## src/rtl/logo_bounce_ctrl.sv

```systemverilog
// Bouncing-logo screen saver: moves a LOGO_SZ square around the active area and turns the raster
// position into logo ROM row addresses plus a per-pixel on/off bit, two clocks behind the raster.
module logo_bounce_ctrl #(
    parameter int H_ACTIVE  = 640,
    parameter int V_ACTIVE  = 480,
    parameter int LOGO_SZ   = 128,
    parameter int STEP      = 1,
    parameter int FRAME_DIV = 2
) (
    input  logic         clk,
    input  logic         rst,
    input  logic         enable,
    input  logic         frame_start,
    input  logic [10:0]  pix_x,
    input  logic [10:0]  pix_y,
    input  logic         pix_de,
    output logic [7:0]   rom_addr,
    input  logic [127:0] rom_q,
    output logic         pix_on,
    output logic         pix_de_out,
    output logic [10:0]  logo_x,
    output logic [10:0]  logo_y
);

    localparam int COL_W = $clog2(LOGO_SZ);
    localparam int DIV_W = (FRAME_DIV > 1) ? $clog2(FRAME_DIV) : 1;

    localparam logic [10:0]      MAX_X    = 11'(H_ACTIVE - LOGO_SZ);
    localparam logic [10:0]      MAX_Y    = 11'(V_ACTIVE - LOGO_SZ);
    localparam logic [10:0]      STEP_V   = 11'(STEP);
    localparam logic [10:0]      SZ_V     = 11'(LOGO_SZ);
    localparam logic [DIV_W-1:0] DIV_LAST = DIV_W'(FRAME_DIV - 1);
    localparam logic [COL_W-1:0] COL_LAST = COL_W'(LOGO_SZ - 1);

    typedef enum logic {
        DIR_POS = 1'b0,
        DIR_NEG = 1'b1
    } dir_t;

    dir_t             dir_x_q, dir_x_d;
    dir_t             dir_y_q, dir_y_d;
    logic [10:0]      logo_x_q, logo_x_d;
    logic [10:0]      logo_y_q, logo_y_d;
    logic [DIV_W-1:0] div_q, div_d;

    logic [7:0]       rom_addr_q, rom_addr_d;
    logic [COL_W-1:0] col_q, col_d;
    logic             box_q, box_d;
    logic             de_q, de_d;
    logic             pix_on_q, pix_on_d;
    logic             pix_de_out_q, pix_de_out_d;

    logic [10:0]      dx, dy;
    logic             in_box;
    logic             update;
    logic [COL_W-1:0] bit_idx;
    logic [11:0]      nx, ny;

    // Returns {reverse_to_negative, new_position} for one axis; the edge itself is a landing spot.
    function automatic logic [11:0] next_axis(input logic [10:0] pos, input logic dir_neg,
                                              input logic [10:0] max_pos);
        logic [11:0] r;
        if (!dir_neg) begin
            if (pos + STEP_V >= max_pos) r = {1'b1, max_pos};
            else                         r = {1'b0, pos + STEP_V};
        end else begin
            if (pos <= STEP_V) r = {1'b0, 11'd0};
            else               r = {1'b1, pos - STEP_V};
        end
        return r;
    endfunction

    always_comb begin
        dx      = pix_x - logo_x_q;
        dy      = pix_y - logo_y_q;
        in_box  = pix_de & (dx < SZ_V) & (dy < SZ_V);

        rom_addr_d   = in_box ? 8'(dy[COL_W-1:0]) : rom_addr_q;
        col_d        = dx[COL_W-1:0];
        box_d        = in_box;
        de_d         = pix_de;

        bit_idx      = COL_LAST - col_q;
        pix_on_d     = box_q & rom_q[bit_idx];
        pix_de_out_d = de_q;
    end

    // Motion: divider counts enabled frame pulses; the wrapping pulse also moves the logo.
    always_comb begin
        div_d    = div_q;
        logo_x_d = logo_x_q;
        logo_y_d = logo_y_q;
        dir_x_d  = dir_x_q;
        dir_y_d  = dir_y_q;
        update   = enable & frame_start & (div_q == DIV_LAST);
        nx       = next_axis(logo_x_q, dir_x_q == DIR_NEG, MAX_X);
        ny       = next_axis(logo_y_q, dir_y_q == DIR_NEG, MAX_Y);

        if (enable && frame_start) begin
            div_d = (div_q == DIV_LAST) ? '0 : div_q + DIV_W'(1);
        end
        if (update) begin
            logo_x_d = nx[10:0];
            logo_y_d = ny[10:0];
            dir_x_d  = nx[11] ? DIR_NEG : DIR_POS;
            dir_y_d  = ny[11] ? DIR_NEG : DIR_POS;
        end
    end

    always_ff @(posedge clk or posedge rst) begin
        if (rst) begin
            dir_x_q      <= DIR_POS;
            dir_y_q      <= DIR_POS;
            logo_x_q     <= '0;
            logo_y_q     <= '0;
            div_q        <= '0;
            rom_addr_q   <= '0;
            col_q        <= '0;
            box_q        <= 1'b0;
            de_q         <= 1'b0;
            pix_on_q     <= 1'b0;
            pix_de_out_q <= 1'b0;
        end else begin
            dir_x_q      <= dir_x_d;
            dir_y_q      <= dir_y_d;
            logo_x_q     <= logo_x_d;
            logo_y_q     <= logo_y_d;
            div_q        <= div_d;
            rom_addr_q   <= rom_addr_d;
            col_q        <= col_d;
            box_q        <= box_d;
            de_q         <= de_d;
            pix_on_q     <= pix_on_d;
            pix_de_out_q <= pix_de_out_d;
        end
    end

    assign rom_addr   = rom_addr_q;
    assign pix_on     = pix_on_q;
    assign pix_de_out = pix_de_out_q;
    assign logo_x     = logo_x_q;
    assign logo_y     = logo_y_q;

endmodule

```

## config.mk

```make
export PLATFORM = sky130hd
export DESIGN_NAME = logo_bounce_ctrl
export DESIGN_NICKNAME = d
export VERILOG_FILES = /design/src/rtl/logo_bounce_ctrl.sv
export SDC_FILE = /design/constraint.sdc
export NUM_CORES = 1
export LEC_CHECK = 0
export ABC_AREA = 0
export CAP_MARGIN = 20
export CORE_MARGIN = 3
export CORE_UTILIZATION = 45
export CTS_CLUSTER_SIZE = 24
export DETAILED_ROUTE_END_ITERATION = 10
export HOLD_SLACK_MARGIN = 0.02
export PLACE_DENSITY = 0.92
export SYNTH_ARGS = -nofsm -noshare
export SYNTH_HDL_FRONTEND = slang
export SYNTH_SLANG_ARGS = --single-unit
```

## constraint.sdc

```tcl
create_clock -name clk -period 3.2 [get_ports clk]
set_input_delay 0.64 -clock clk [delete_from_list [all_inputs] [get_ports clk]]
set_output_delay 0.64 -clock clk [all_outputs]
set_load 0.05 [all_outputs]
```

## Yosys cells after proc, flatten, opt, wreduce, memory -nomap -nowiden

Cells that the tools add are included.

- Flip-flop bits (word level): 43
- Output and inout bits: 32
- Word-level logic and storage cells: 43

- Add/subtract/negate cells: 8
- Order comparisons: 7
- Multiplexer cells: 11
- Bitwise logic cells: 5
- Reduce and logical (&&, ||, !) cells: 1

Operators by type and width:

| kind | count |
|---|---|
| 12-bit 2-to-1 mux | 6 |
| 11-bit by 1-bit adder with 11-bit output (second input constant) | 2 |
| 11-bit by 1-bit <= comparator with 1-bit output (second input constant) | 2 |
| 11-bit by 8-bit less-than comparator with 1-bit output (second input constant) | 2 |
| 11-bit by 1-bit subtractor with 11-bit output (second input constant) | 2 |
| 11-bit subtractor | 2 |
| 11-bit by 10-bit >= comparator with 1-bit output (second input constant) | 1 |
| 11-bit by 9-bit >= comparator with 1-bit output (second input constant) | 1 |
| 7-bit by 8-bit less-than comparator with 1-bit output (second input constant) | 1 |
| 1-bit binary-select mux with 7-bit select | 1 |
| 7-bit subtractor (first input constant) | 1 |
| 1-bit bitwise AND | 5 |
| 1-bit 2-to-1 mux | 4 |
| 1-bit adder (second input constant) | 1 |
| 1-bit logical AND | 1 |

## Longest topological paths before layout

Gate-level depths: netlist of run 1.

- Word-level depth: 5
- Mapped depth: 12
- Depth with buffers taken out: 10

## Least setup slack after synthesis of run 1

Ideal clock, no wire load.

- Path kind: reg2reg
- From: reg logo_y_q[6], in the netlist logo_y[6]
- To: reg rom_addr_q[2], in the netlist rom_addr[2]
- Setup time: 0.125 ns
- Data arrival time: 3.079 ns
- Data required time: 3.075 ns
- Setup slack: -0.004 ns
- Stages on the path, launching flop included: 12
- Path buffers: 2
- Cells stage by stage: dfrtp_1 -> clkbuf_1 -> inv_1 -> ha_1 -> a21oi_1 -> nor2_1 -> nand4bb_1 -> or4_1 -> nor4_1 -> nand4bb_1 -> buf_4 -> mux2_4

- Word-level cells in the longest chain between the ends: 3

Ends and longest elaborated chain:

| item | RTL line | RTL |
|---|---|---|
| from (decl) | 43 | `logic [10:0] logo_y_q, logo_y_d;` |
| from (signal assigned) | 127 | `logo_y_q <= logo_y_d;` |
| 11-bit subtractor | 75 | `dy = pix_y - logo_y_q;` |
| 11-bit by 8-bit less-than comparator with 1-bit output | 76 | `in_box = pix_de & (dx < SZ_V) & (dy < SZ_V);` |
| 1-bit bitwise AND | 76 |  |
| to (signal assigned) | 129 | `rom_addr_q <= rom_addr_d;` |
| to (decl) | 46 | `logic [7:0] rom_addr_q, rom_addr_d;` |

Every way passes these cells.
A chain may end at the register's enable or synchronous reset.

## Worst setup path after layout of run 1

- From: in pix_y[0]
- To: reg rom_addr_q[2], in the netlist rom_addr[2]

- Word-level cells in the longest chain between the ends: 3

Ends and longest elaborated chain:

| item | RTL line | RTL |
|---|---|---|
| from (decl) | 15 | `input logic [10:0] pix_y,` |
| 11-bit subtractor (*) | 75 |  |
| 11-bit by 8-bit less-than comparator with 1-bit output | 76 |  |
| 1-bit bitwise AND | 76 |  |

Every way passes the cells marked *; elsewhere a longest branch is shown, timed or not.

==> results of run 1 <==
==> critical path, cell delays in order <==
cell and delay [ns]:
clkdlybuf4s50_1 0.45, inv_1 0.05, ha_2 0.21, fa_2 0.36, nor2b_2 0.15, o31a_1 0.24
o31ai_4 0.08, mux2i_1 0.12, or4_1 0.40, nand4bb_1 0.22, buf_6 0.17, mux2_4 0.30
==> sequential cells by signal, summed over array words and instances (netlist names) <==
| name | count |
|---|---|
| pix_de_out | 1 |
| box_q | 1 |
| pix_on | 1 |
| de_q | 1 |
| dir_y_q | 1 |
| rom_addr | 7 |
| dir_x_q | 1 |
| logo_y | 11 |
| logo_x | 11 |
| col_q | 7 |
| div_q | 1 |
==> area by class of cell <==
class | count | area share
timing repair buffer | 252 | 0.327
tap | 133 | 0.0229
multi-input combinational | 394 | 0.466
inverter | 38 | 0.0196
clock inverter | 2 | 0.00482
sequential | 43 | 0.148
clock buffer | 6 | 0.0114
==> layout by cell type, fill, tap and decap left out, types with 7 or more instances in the layout <==
cell             synthesis  routed
or3_1                    8       8
ha_1                    26      23
mux4_2                  42      42
nand2_1                 48      48
o21a_1                   7       7
o21ai_0                 28      27
clkdlybuf4s50_1          0     184
inv_1                   38      37
nand3_1                 24      24
nor3_1                  15      15
xnor2_1                 10      10
buf_4                    6      65
o22ai_1                  9       9
a21oi_1                 24      22
nor2_1                  33      33
nor4_1                  10       9
dfrtp_1                 43      41
a31oi_1                  8       8
==> layer usage <==
layer | track usage | vias to the layer above | share of wire
met4 | 0.105 | 0 | 0.037
met1 | 0.361 | 2597 | 0.36
li1 | - | 2393 | -
met2 | 0.562 | 324 | 0.52
met3 | 0.0654 | 67 | 0.083
met5 | 0 | - | 0
==> cells by family (layout without fill, tap and decap cells) <==
logic type | Yosys count | in the layout | share of synthesized area
fa+ha+maj | 28 | 28 | 0.0784
xor+xnor | 13 | 13 | 0.0260
flops | 43 | 43 | 0.231
simple gates | 170 | 170 | 0.179
compound gates | 127 | 127 | 0.188
buf+inv | 68 | 298 | 0.0604
mux | 55 | 55 | 0.237
other cells | 1 | 1 | 0.000804
==> worst min path at each step <==
stage / startpoint / endpoint / slack (ns) / depth (start not counted)
2_1_floorplan: de_q$_DFF_PP0_ / pix_de_out$_DFF_PP0_ / 0.33 / 0
3_3_place_gp: de_q$_DFF_PP0_ / pix_de_out$_DFF_PP0_ / 0.33 / 0
3_5_place_dp: de_q$_DFF_PP0_ / pix_de_out$_DFF_PP0_ / 0.35 / 0
4_1_cts: de_q$_DFF_PP0_ / pix_de_out$_DFF_PP0_ / 0.37 / 0
5_1_grt: de_q$_DFF_PP0_ / pix_de_out$_DFF_PP0_ / 0.38 / 0
6_report: de_q$_DFF_PP0_ / pix_de_out$_DFF_PP0_ / 0.37 / 0
==> repair_timing <==
item / CTS / global route
buffers inserted: 0 / 5
resized for setup: 2 / 19
setup endpoints to repair: 7 / 8
pin swaps: 0 / 8
==> power by group through the flow <==
stage	clock [mW]	sequential [mW]	combinational (mW)
after detailed placement	0	1.00	3.70
after CTS	0.470	0.997	3.73
after global placement	0	0.993	3.54
after global routing	0.488	1.04	4.14
final	0.464	1.00	3.91
after floorplan	0	1.32	2.09
==> results by group, run 1 <==
Worst setup path
  – CP Capture Type: flop
  – Critical path arrival: 3.38 ns
  – Critical Path Source Type: primary input
  – Critical Path Sink: rom_addr[2]$_DFFE_PP0P_
  – Crit path required time: 3.40 ns
  – Reg-to-reg slack, setup: around 0.19 ns
  – Crit-path max FO: 6
  – CP Class: primary input to flop
  – Worst r2r src: logo_x[6]$_DFFE_PP0P_
  – Worst Reg-to-Reg Cells: 9
  – Reg2reg end: rom_addr[2]$_DFFE_PP0P_
  – Worst Setup SP: pix_y[0]

Route
  – Post-route ant nets: 0
  – Vias per cell: between 6 and 7
  – Vias: around 5400
  – Routed wire length: 18300 um
  – Drt pass-1 iters: 5
  – Drt drc: 0
  – Mean routed wirelength per cell: around 21 um
  – Number of DRC markers in iteration 0: approximately 370

Timing
  – Fin. max-slew vios: 0
  – Clock skew: just under 0.01 ns
  – Fin. Hold Viols: 0
  – TNS Setup: 0 ns
  – Final WS setup: roughly 0.024 ns
  – F_max: 0.315 GHz
  – Max-slew headroom: 0.576
  – Tmin final: 3.18 ns
  – Actual slew at the worst max-slew pin: approximately 0.63 ns
  – Tcrit/Tclk final: 0.992
  – Final setup viols: 0
  – Hold WS: between 0.3 and 0.4 ns

Power and ir drop
  – VDD IR max: between 0.6 and 0.7 mV
  – Internal power: between 2 and 3 mW
  – P_sw: approximately 2.5 mW
  – Pwr Total: approximately 5.4 mW
  – Switch share: 0.460
  – Logic pwr share: 0.727
  – Static leakage: about 2.9 nW
  – Sequential fraction of design power: 0.186
  – Clock share of power: 0.086
  – Pwr Density: roughly 740 nW/um2

Die
  – Die width: ~110 um
  – Core footprint: approximately 10000 um2
  – Die Y: about 110 um
  – Die area: between 10000 and 15000 um2
  – Initial core utilization: 0.470
  – Rows: 36
  – IO Pins: between 150 and 200

Layout
  – Final core occ: 0.733
  – Filler cells: around 670
  – # nets final: roughly 920
  – Post-route insts no fill: between 800 and 900
  – Layout cells sized above 1: 0.207
  – Ant. Diodes: 0
  – Synthesis-to-layout area growth: 55.8%
  – Multi-input logic area: ~3400 um2
  – Register area: around 1100 um2
  – Final instance area: about 7300 um2

Placed design
  – Cell Area, Placed: around 7000 um2
  – GP Congestion: about 0.97
  – PortBufs: ~190
  – Pre-CTS setup slack: -0.373 ns
  – Final HPWL DP: approximately 14000 um
  – DP Cell Count: between 800 and 900

Logic synthesis
  – Avg Inst Size Synth: about 9.2 um2
  – Synth top area share: 0.231
  – Post-synthesis cell count: 505
  – Ranking of synthesized cells by area: dfrtp_1, mux4_2, ha_1
  – Mapped Nets: 688
  – Post-synth top cells: nand2_1, dfrtp_1, mux4_2, inv_1, nor2_1
  – Sequential area share after synthesis: 0.231
  – Mapped cell area: 4660 um2
  – Unique cell type count in the Yosys netlist: 63
  – Most common cell in the synthesized netlist: nand2_1
  – Seq cells post-synth: 43
  – Post-synth EDFFs: 0
  – Largest area contributor in the netlist: dfrtp_1
  – Share of flip-flops with an asynchronous set or reset: 1.00
  – YS warnings: 0
  – Ys flop type: dfrtp_1

Global route
  – First-pass GRT wire length: ~28000 um
  – Largest net degree at the start of global routing: 33
  – Total global-route track usage: 0.310
  – Global route overflow: 0
  – Antenna violations before repair: 0
  – Vias in the first global route: around 5300

Clocking
  – Cts bufs inserted: 5
  – Htree depth: 2
  – Hold Buf Count CTS: 0
  – CTS tree: built
  – Worst-path clk slew: approximately 0.090 ns
  – CTS Root Cell: clkbuf_8
  – CTS Sinks: 43
  – Clk_lat worst skew: around 0.31 ns
  – CTS max path bufs: 2

Run status
  – Outcome: completed

Flow run
  – Max-cap viol count: 0

Hold path
  – Hold Crit Class: flop to flop
(Power assumes the default switching activity.)
==> inputs of run 2 (changes only) <==
--- a/config.mk
+++ b/config.mk
@@ -11,8 +11,10 @@
 export CORE_UTILIZATION = 45
 export CTS_CLUSTER_SIZE = 24
 export DETAILED_ROUTE_END_ITERATION = 10
+export GPL_TIMING_DRIVEN = 0
 export HOLD_SLACK_MARGIN = 0.02
 export PLACE_DENSITY = 0.92
+export SKIP_LAST_GASP = 1
 export SYNTH_ARGS = -nofsm -noshare
 export SYNTH_HDL_FRONTEND = slang
 export SYNTH_SLANG_ARGS = --single-unit
==> results by group, run 2 (synthesis results as in run 1) <==
Worst setup path
  – WP buf/inv: 2
  – Critical path, cell by cell: clkdlybuf4s50_1 > ha_4 > o21a_1 > o31ai_4 > a211oi_2 > mux2i_1 > or4_1 > nand4bb_1 > buf_6 > mux2_4
  – Worst path slowest cell: or4_1
  – CP Capture Type: flop
  – CP max stage delay: 0.51 ns
  – Critical path arrival: 3.32 ns
  – CP top delay family: simple AND/OR/NAND/NOR gates
  – Critical Path Source Type: primary input
  – CP Class: primary input to flop
  – Crit path required time: between 3 and 4 ns
  – Crit-path max FO: 6

Die
  – Core footprint: 9910 um2
  – Die Y: 108 um
  – Initial core utilization: 0.470
  – Die width: between 100 and 150 um
  – IO Pins: 187
  – Rows: 36
  – Die area: about 12000 um2

Layout
  – Synthesis-to-layout area growth: 50.2%
  – # nets final: between 800 and 900
  – Ant. Diodes: 0
  – Commonest non-fill, non-tap cells in the layout: clkdlybuf4s50_1, nand2_1, mux4_2
  – Commonest non-fill, non-tap cell in the layout: clkdlybuf4s50_1
  – Layout cells sized above 1: 0.162

Global route
  – Global route overflow: 0
  – Largest net degree at the start of global routing: 36
  – Antenna violations before repair: 0
  – First-pass GRT wire length: between 20000 and 30000 um
  – Total global-route track usage: 0.290
  – Vias in the first global route: approximately 5000

Timing
  – Clock skew: between 0.01 and 0.015 ns
  – TNS Setup: 0 ns
  – Tmin final: roughly 3.1 ns
  – Fin. Hold Viols: 0
  – Max-slew headroom: 0.529
  – Fin. max-slew vios: 0
  – F_max: around 0.32 GHz
  – Actual slew at the worst max-slew pin: approximately 0.70 ns
  – Tcrit/Tclk final: 0.976
  – Final setup viols: 0

Clocking
  – CTS max path bufs: 2
  – Worst-path clk slew: 0.08 ns
  – Htree depth: 2
  – Cts bufs inserted: 5
  – CTS Root Cell: clkbuf_8
  – CTS tree: built
  – Clk_lat worst skew: 0.30 ns
  – Hold Buf Count CTS: 0
  – CTS Sinks: 43

Placed design
  – PortBufs: around 190
  – GP Congestion: ~0.91
  – Final HPWL DP: about 14000 um

Power and ir drop
  – VDD IR max: about 0.6 mV
  – Pwr Total: about 5 mW
  – Logic pwr share: 0.734
  – Internal power: between 2 and 3 mW
  – Switch share: 0.475
  – P_sw: between 2 and 2.5 mW
  – Clock share of power: 0.068
  – Static leakage: about 2.7 nW
  – Sequential fraction of design power: 0.198
  – Pwr Density: 717 nW/um2

Route
  – Vias per cell: around 6
  – Number of DRC markers in iteration 0: around 320
  – Routed wire length: 17300 um
  – Drt pass-1 iters: 5
  – Drt drc: 0
  – Vias: approximately 5100
  – Post-route ant nets: 0
  – Mean routed wirelength per cell: around 21 um

Hold path
  – Hold Crit Class: flop to flop

Flow run
  – Max-cap viol count: 0

Run status
  – Outcome: completed
[run 2: cell types whose count changed in the layout (fill, tap and decap cells not counted), moves of 2 or more]
cell,change
a21oi_1,-2
a21oi_2,+2
buf_1,+4
buf_2,+2
buf_4,-49
clkbuf_1,+14
clkdlybuf4s50_1,-3
dlymetal6s2s_1,+3
ha_1,-5
ha_4,+4
inv_1,-3
inv_2,+4
[run 2: area by class of cell]
type	instances	area (um2)
Buffer	25	124
Fill cell	710	2910
Timing Repair Buffer	197	1960
Inverter	38	143
Multi-Input combinational cell	394	3450
Clock buffer	7	76.3
Sequential cell	43	1080
Tap cell	133	166
[run 2: final timing paths]
path / start / endpoint / slack (ns) / cells past startpoint
setup / recovery: pix_y[3] / rom_addr[2]$_DFFE_PP0P_ / 0.08 / 10
hold / removal: de_q$_DFF_PP0_ / pix_de_out$_DFF_PP0_ / 0.36 / 0
setup reg to reg: logo_y[1]$_DFFE_PP0P_ / rom_addr[2]$_DFFE_PP0P_ / 0.18 / 10
hold reg to reg: de_q$_DFF_PP0_ / pix_de_out$_DFF_PP0_ / 0.36 / 0
max in group asynchronous: rst / logo_y[6]$_DFFE_PP0P_ / 2.18 / 3
min in group asynchronous: rst / logo_y[10]$_DFFE_PP0P_ / 0.56 / 2
[run 2: metrics by stage]
step	worst slack [ns]	hold slack (ns)	util	area (um2)	instances
after floorplan	0.0125	0.331	-	4660	505
after global placement	-0.385	0.336	0.674	6680	823
after detailed placement	-0.486	0.350	0.676	6700	824
after CTS	0.00102	0.368	0.689	6820	833
after global routing	-0.0477	0.374	0.707	7000	837
final	0.0771	0.363	0.707	7000	837
[run 2: repair_timing]
item / in CTS / in global routing
setup buffers: 4 / 7
resized for setup: 7 / 29
pin swaps: 3 / 14
endpoints found under the setup margin: 7 / 7
[run 2: routing by layer]
layer	part of all wire	track usage
met5	0	0
met4	0.035	0.100
met3	0.094	0.0744
met2	0.51	0.524
met1	0.36	0.331
[run 2: power groups by stage]
stage | sequential (mW) | clock (mW) | combinational [mW]
after floorplan | 1.32 | 0 | 2.09
after global placement | 0.929 | 0 | 3.37
after detailed placement | 0.939 | 0 | 3.48
after CTS | 0.948 | 0.348 | 3.51
after global routing | 1.02 | 0.378 | 3.95
final | 0.995 | 0.341 | 3.69
==> inputs of run 3 (changes only) <==
--- a/config.mk
+++ b/config.mk
@@ -8,12 +8,13 @@
 export ABC_AREA = 0
 export CAP_MARGIN = 20
 export CORE_MARGIN = 3
-export CORE_UTILIZATION = 45
+export CORE_UTILIZATION = 46
+export CTS_BUF_LIST = sky130_fd_sc_hd__clkbuf_2
 export CTS_CLUSTER_SIZE = 24
 export DETAILED_ROUTE_END_ITERATION = 10
 export GPL_TIMING_DRIVEN = 0
 export HOLD_SLACK_MARGIN = 0.02
-export PLACE_DENSITY = 0.92
+export PLACE_DENSITY = 0.93
 export SKIP_LAST_GASP = 1
 export SYNTH_ARGS = -nofsm -noshare
 export SYNTH_HDL_FRONTEND = slang
==> results by group, run 3 (synthesis results as in run 1) <==
Layout
  – Layout cells sized above 1: 0.133
  – Synthesis-to-layout area growth: 45.8%
  – # nets final: 875
  – Commonest non-fill, non-tap cell in the layout: clkdlybuf4s50_1
  – Filler cells: 768
  – Multi-input logic area: approximately 3300 um2
  – Ant. Diodes: 0
  – Post-route insts no fill: a little over 800
  – Commonest non-fill, non-tap cells in the layout: clkdlybuf4s50_1, nand2_1, mux4_2
  – Register area: approximately 1100 um2
  – Final instance area: 6800 um2

Route
  – Number of DRC markers in iteration 0: approximately 390
  – Post-route ant nets: 0
  – Drt drc: 0
  – Vias per cell: 6.22
  – Mean routed wirelength per cell: between 20 and 25 um
  – Routed wire length: about 18000 um
  – Vias: around 5000
  – Drt pass-1 iters: 7

Timing
  – Fin. max-slew vios: 0
  – Hold WS: a little under 0.4 ns
  – Tmin final: ~3.2 ns
  – Actual slew at the worst max-slew pin: between 0.7 and 0.8 ns
  – TNS Setup: 0 ns
  – Tcrit/Tclk final: 0.987
  – Final WS setup: between 0.04 and 0.05 ns
  – Clock skew: 0.0327 ns
  – Max-slew headroom: 0.530
  – Final setup viols: 0
  – F_max: ~0.32 GHz
  – Fin. Hold Viols: 0

Die
  – Die width: between 100 and 150 um
  – Rows: 36
  – Initial core utilization: 0.475
  – IO Pins: approximately 190
  – Core footprint: about 10000 um2
  – Die area: ~11000 um2
  – Die Y: between 100 and 150 um

Global route
  – Total global-route track usage: 0.309
  – First-pass GRT wire length: 27600 um
  – Largest net degree at the start of global routing: 36
  – Vias in the first global route: between 5000 and 6000
  – Antenna violations before repair: 0
  – Global route overflow: 0

Clocking
  – Clk_lat worst skew: between 0.4 and 0.5 ns
  – CTS Sinks: 43
  – CTS tree: built
  – CTS max path bufs: 2
  – Htree depth: 2
  – CTS Root Cell: clkbuf_2
  – Cts bufs inserted: 5
  – Worst-path clk slew: approximately 0.22 ns

Power and ir drop
  – VDD IR max: between 0.5 and 0.6 mV
  – Static leakage: between 2 and 3 nW
  – Pwr Density: between 700 and 800 nW/um2

Worst setup path
  – Critical path arrival: around 3.5 ns
  – Worst path slowest cell: clkdlybuf4s50_1
  – Crit-path max FO: 7
  – Crit path required time: 3.51 ns
  – CP top delay family: buffers and inverters
  – CP Capture Type: flop
  – CP max stage delay: between 0.4 and 0.5 ns
  – Critical Path Source Type: primary input
  – WP buf/inv: 3
  – Reg-to-reg slack, setup: around 0.09 ns
  – Critical path, cell by cell: clkdlybuf4s50_1 > inv_1 > ha_1 > fa_1 > nor2b_2 > o31ai_4 > a21oi_2 > mux2i_1 > nor4_1 > nand4bb_1 > buf_4 > mux2_4
  – CP Class: primary input to flop

Flow run
  – Max-cap viol count: 0

Hold path
  – Hold Crit Class: flop to flop

Placed design
  – Cell Area, Placed: 6700 um2
  – Pre-CTS setup slack: -0.519 ns
  – PortBufs: 185
  – DP Cell Count: around 820
  – Final HPWL DP: roughly 15000 um
  – GP Congestion: 0.973

Run status
  – Outcome: completed
==> run 3: cell types whose count changed in the layout (fill, tap and decap cells not counted), moves of 4 or more <==
cell and change:
clkdlybuf4s50_1 +4, buf_4 -9, dfrtp_1 -4, dlymetal6s2s_1 -4, dfrtp_2 +4, ha_4 -5
clkbuf_1 -4, ha_1 +8, clkbuf_8 -5, clkbuf_2 +5
==> run 3: through the flow <==
step / power [mW] / utilization
CTS: 4.80 / 0.690
finish: 4.85 / 0.692
global placement: 4.30 / 0.680
floorplan: 3.41 / -
global route: 5.15 / 0.692
detailed placement: 4.45 / 0.682
==> run 3: path summary, 6_finish.rpt <==
path                                           end             startpoint  cells past startpoint
setup / recovery           rom_addr[3]$_DFFE_PP0P_               pix_x[0]                     12
hold / removal                pix_de_out$_DFF_PP0_         de_q$_DFF_PP0_                      0
setup reg to reg           rom_addr[3]$_DFFE_PP0P_  logo_y[9]$_DFFE_PP0P_                     10
hold reg to reg               pix_de_out$_DFF_PP0_         de_q$_DFF_PP0_                      0
max in group asynchronous     pix_de_out$_DFF_PP0_                    rst                      3
min in group asynchronous    logo_y[8]$_DFFE_PP0P_                    rst                      2
==> run 3: layout make-up <==
cell class                      count  area share
Multi-Input combinational cell    394       0.492
Timing Repair Buffer              187       0.277
Sequential cell                    43       0.159
Tap cell                          133      0.0245
Inverter                           38      0.0210
Buffer                             23      0.0166
Clock inverter                      3     0.00644
Clock buffer                        5     0.00368
==> run 3: what timing repair did <==
action                                 4_1_cts  5_1_grt
endpoints found under the hold margin        0        0
pin swaps                                    1        1
hold buffers                                 0        0
buffers inserted                             1        0
gates resized for setup                      2       11
setup endpoints to repair                    7        7
==> run 3: where the power goes <==
group          internal, mW  switching (mW)  total (mW)
Sequential            0.725           0.274       0.999
Combinational          1.63            1.88        3.51
Clock                 0.132           0.200       0.332
==> run 3: routing by layer <==
layer / vias up / track usage / share of wire
met5: - / 0 / 0
met4: 0 / 0.135 / 0.046
met3: 67 / 0.0759 / 0.092
met2: 315 / 0.556 / 0.51
met1: 2449 / 0.344 / 0.35
li1: 2309 / - / -
==> variant, RTL diff (config.mk and constraints of run 3) <==
Set the parameter `FRAME_DIV` to 4 (it was 2).
--- a/src/rtl/logo_bounce_ctrl.sv
+++ b/src/rtl/logo_bounce_ctrl.sv
@@ -6,5 +6,5 @@
     parameter int LOGO_SZ   = 128,
     parameter int STEP      = 1,
-    parameter int FRAME_DIV = 2
+    parameter int FRAME_DIV = 4
 ) (
     input  logic         clk,
Behaviour: not the same (Yosys sat finds a counterexample within 4 cycles, from zero or initial values and one cycle with rst high).
==> variant against run 3 <==
Wire length is 3.3% lower; power is 0.21% higher; count of clock-buffer cells in the layout stayed put; setup slack better by 0.040 ns; sequential cell count grew 1; area after synthesis is 0.78% lower; clock power decreased by 24%; design area fell by 1.1%; combinational power grew 2%; critical path depth is 1 lower; register-to-register slack better by 0.10 ns; sequential share of layout area increased by 0.44 points; synthesized cell count is 1.6% lower; critical endpoint is now rom_addr[2].
==> variant: results (changes against run 3) <==
Power
  • Sw Ratio: 0.512 (+0.0266)
  • Peak supply drop: 583 uV (-0.75%)
  • Pleak: 2.63 nW (+0.28%)

Placement
  • Placer Congestion: 0.935 (-3.9%)
  • Post-Place Cells: 812 (-1.5%)
  • DP HPWL: 14.0 mm (-5.1%)

Setup path
  • Reg-to-reg endpoint: rom_addr[2]
  • CP arrival: 3.46 ns (about the same)
  • Worst R2R Path Depth: 9 (-1)
  • Reg-to-reg setup timing slack: 0.19 ns (+0.10 ns)

Clock network
  • Clock slew at reported path FFs: 0.24 ns (+0.02 ns)
  • Setup bufs post-CTS: 0 (-1)

Final layout
  • Post-Layout Cell Count: 821 (-0.61%)
  • Fillers: 725 (-5.6%)

GRT
  • Pin count of the biggest net entering global routing: 26 (-28%)
  • Vias in the first global route: 5089 (-2.0%)
  • First-pass GRT wire length: 26.8 mm (-3.0%)

Logic synthesis
  • Avg Inst Size Synth: 9.31 um^2 (+0.82%)
  • Top cells by area, synth: dfrtp_1 24%, mux4_2 16%, ha_1 7.3%, nand3_1 3.1%, nand2_1 2.8%
  • Xor and xnor area share after synthesis: 0.0308 (+0.00480)
  • Post-synth top cells: 44 x dfrtp_1, 34 x nand2_1, 32 x mux4_2, 31 x inv_1
  • Multiplexer share of the synthesized area: 0.193 (-0.0439)
  • Compound-cell area share of the yosys netlist: 0.207 (+0.0191)
  • Seq/Total Area, Yosys: 0.238 (+0.00722)

Timing
  • Max Fclk: 321 MHz (+1.3%)
  • Clock skew: 0.0384 ns (+0.00565 ns)

Run status
  • Status: completed

Detailed routing
  • DRT iter0 DRCs: 325 (-16%)
  • Vias/cell: 6.20 (-0.35%)
## variant: cell count changes in the layout (fill, tap and decap cells not counted), sizes merged, moves of 5 or more
| cell | before | now |
|---|---|---|
| nor3 | 15 | 23 |
| a22oi | 1 | 14 |
| nand3 | 24 | 31 |
| nor4 | 10 | 4 |
| nand2 | 49 | 34 |
| mux4 | 42 | 32 |
| a21o | 0 | 5 |
## variant: worst max-delay path, stage by stage
cell and delay, ns:
clkdlybuf4s50_1 0.46, inv_1 0.04, ha_1 0.22, fa_1 0.41, nor2b_1 0.18, o2111ai_1 0.18, a31oi_2 0.30, a21oi_2 0.12
nor4b_4 0.31, nand4b_4 0.24, mux2_4 0.35
## variant: cell type report
cell class / instances / area, um^2 / area share
Clock buffer: 5 / 25.0 / 0.00372
Clock inverter: 3 / 18.8 / 0.00279
Buffer: 29 / 146 / 0.0218
Multi-Input combinational cell: 389 / 3260 / 0.485
Tap cell: 129 / 161 / 0.0240
Sequential cell: 44 / 1100 / 0.164
Antenna cell: 1 / 2.50 / 0.000372
Inverter: 35 / 131 / 0.0196
Timing Repair Buffer: 186 / 1870 / 0.279
## variant: layer usage
metal,up-vias,track usage,share of wire
met3,54,0.0753,0.097
met4,0,0.116,0.040
met1,2395,0.352,0.37
met2,345,0.517,0.49
met5,-,0,0
li1,2297,-,-
## variant: per-stage QoR
stage | power, mW | area (um^2)
global placement | 4.43 | 6640
CTS | 4.80 | 6700
finish | 4.86 | 6720
global route | 5.17 | 6720
detailed placement | 4.53 | 6660
floorplan | 3.51 | 4630
## variant: timing repair
item                                   CTS  global route
endpoints found under the hold margin    0             0
setup endpoints to repair                0             5
resized for setup                        0             3
hold buffers                             0             0
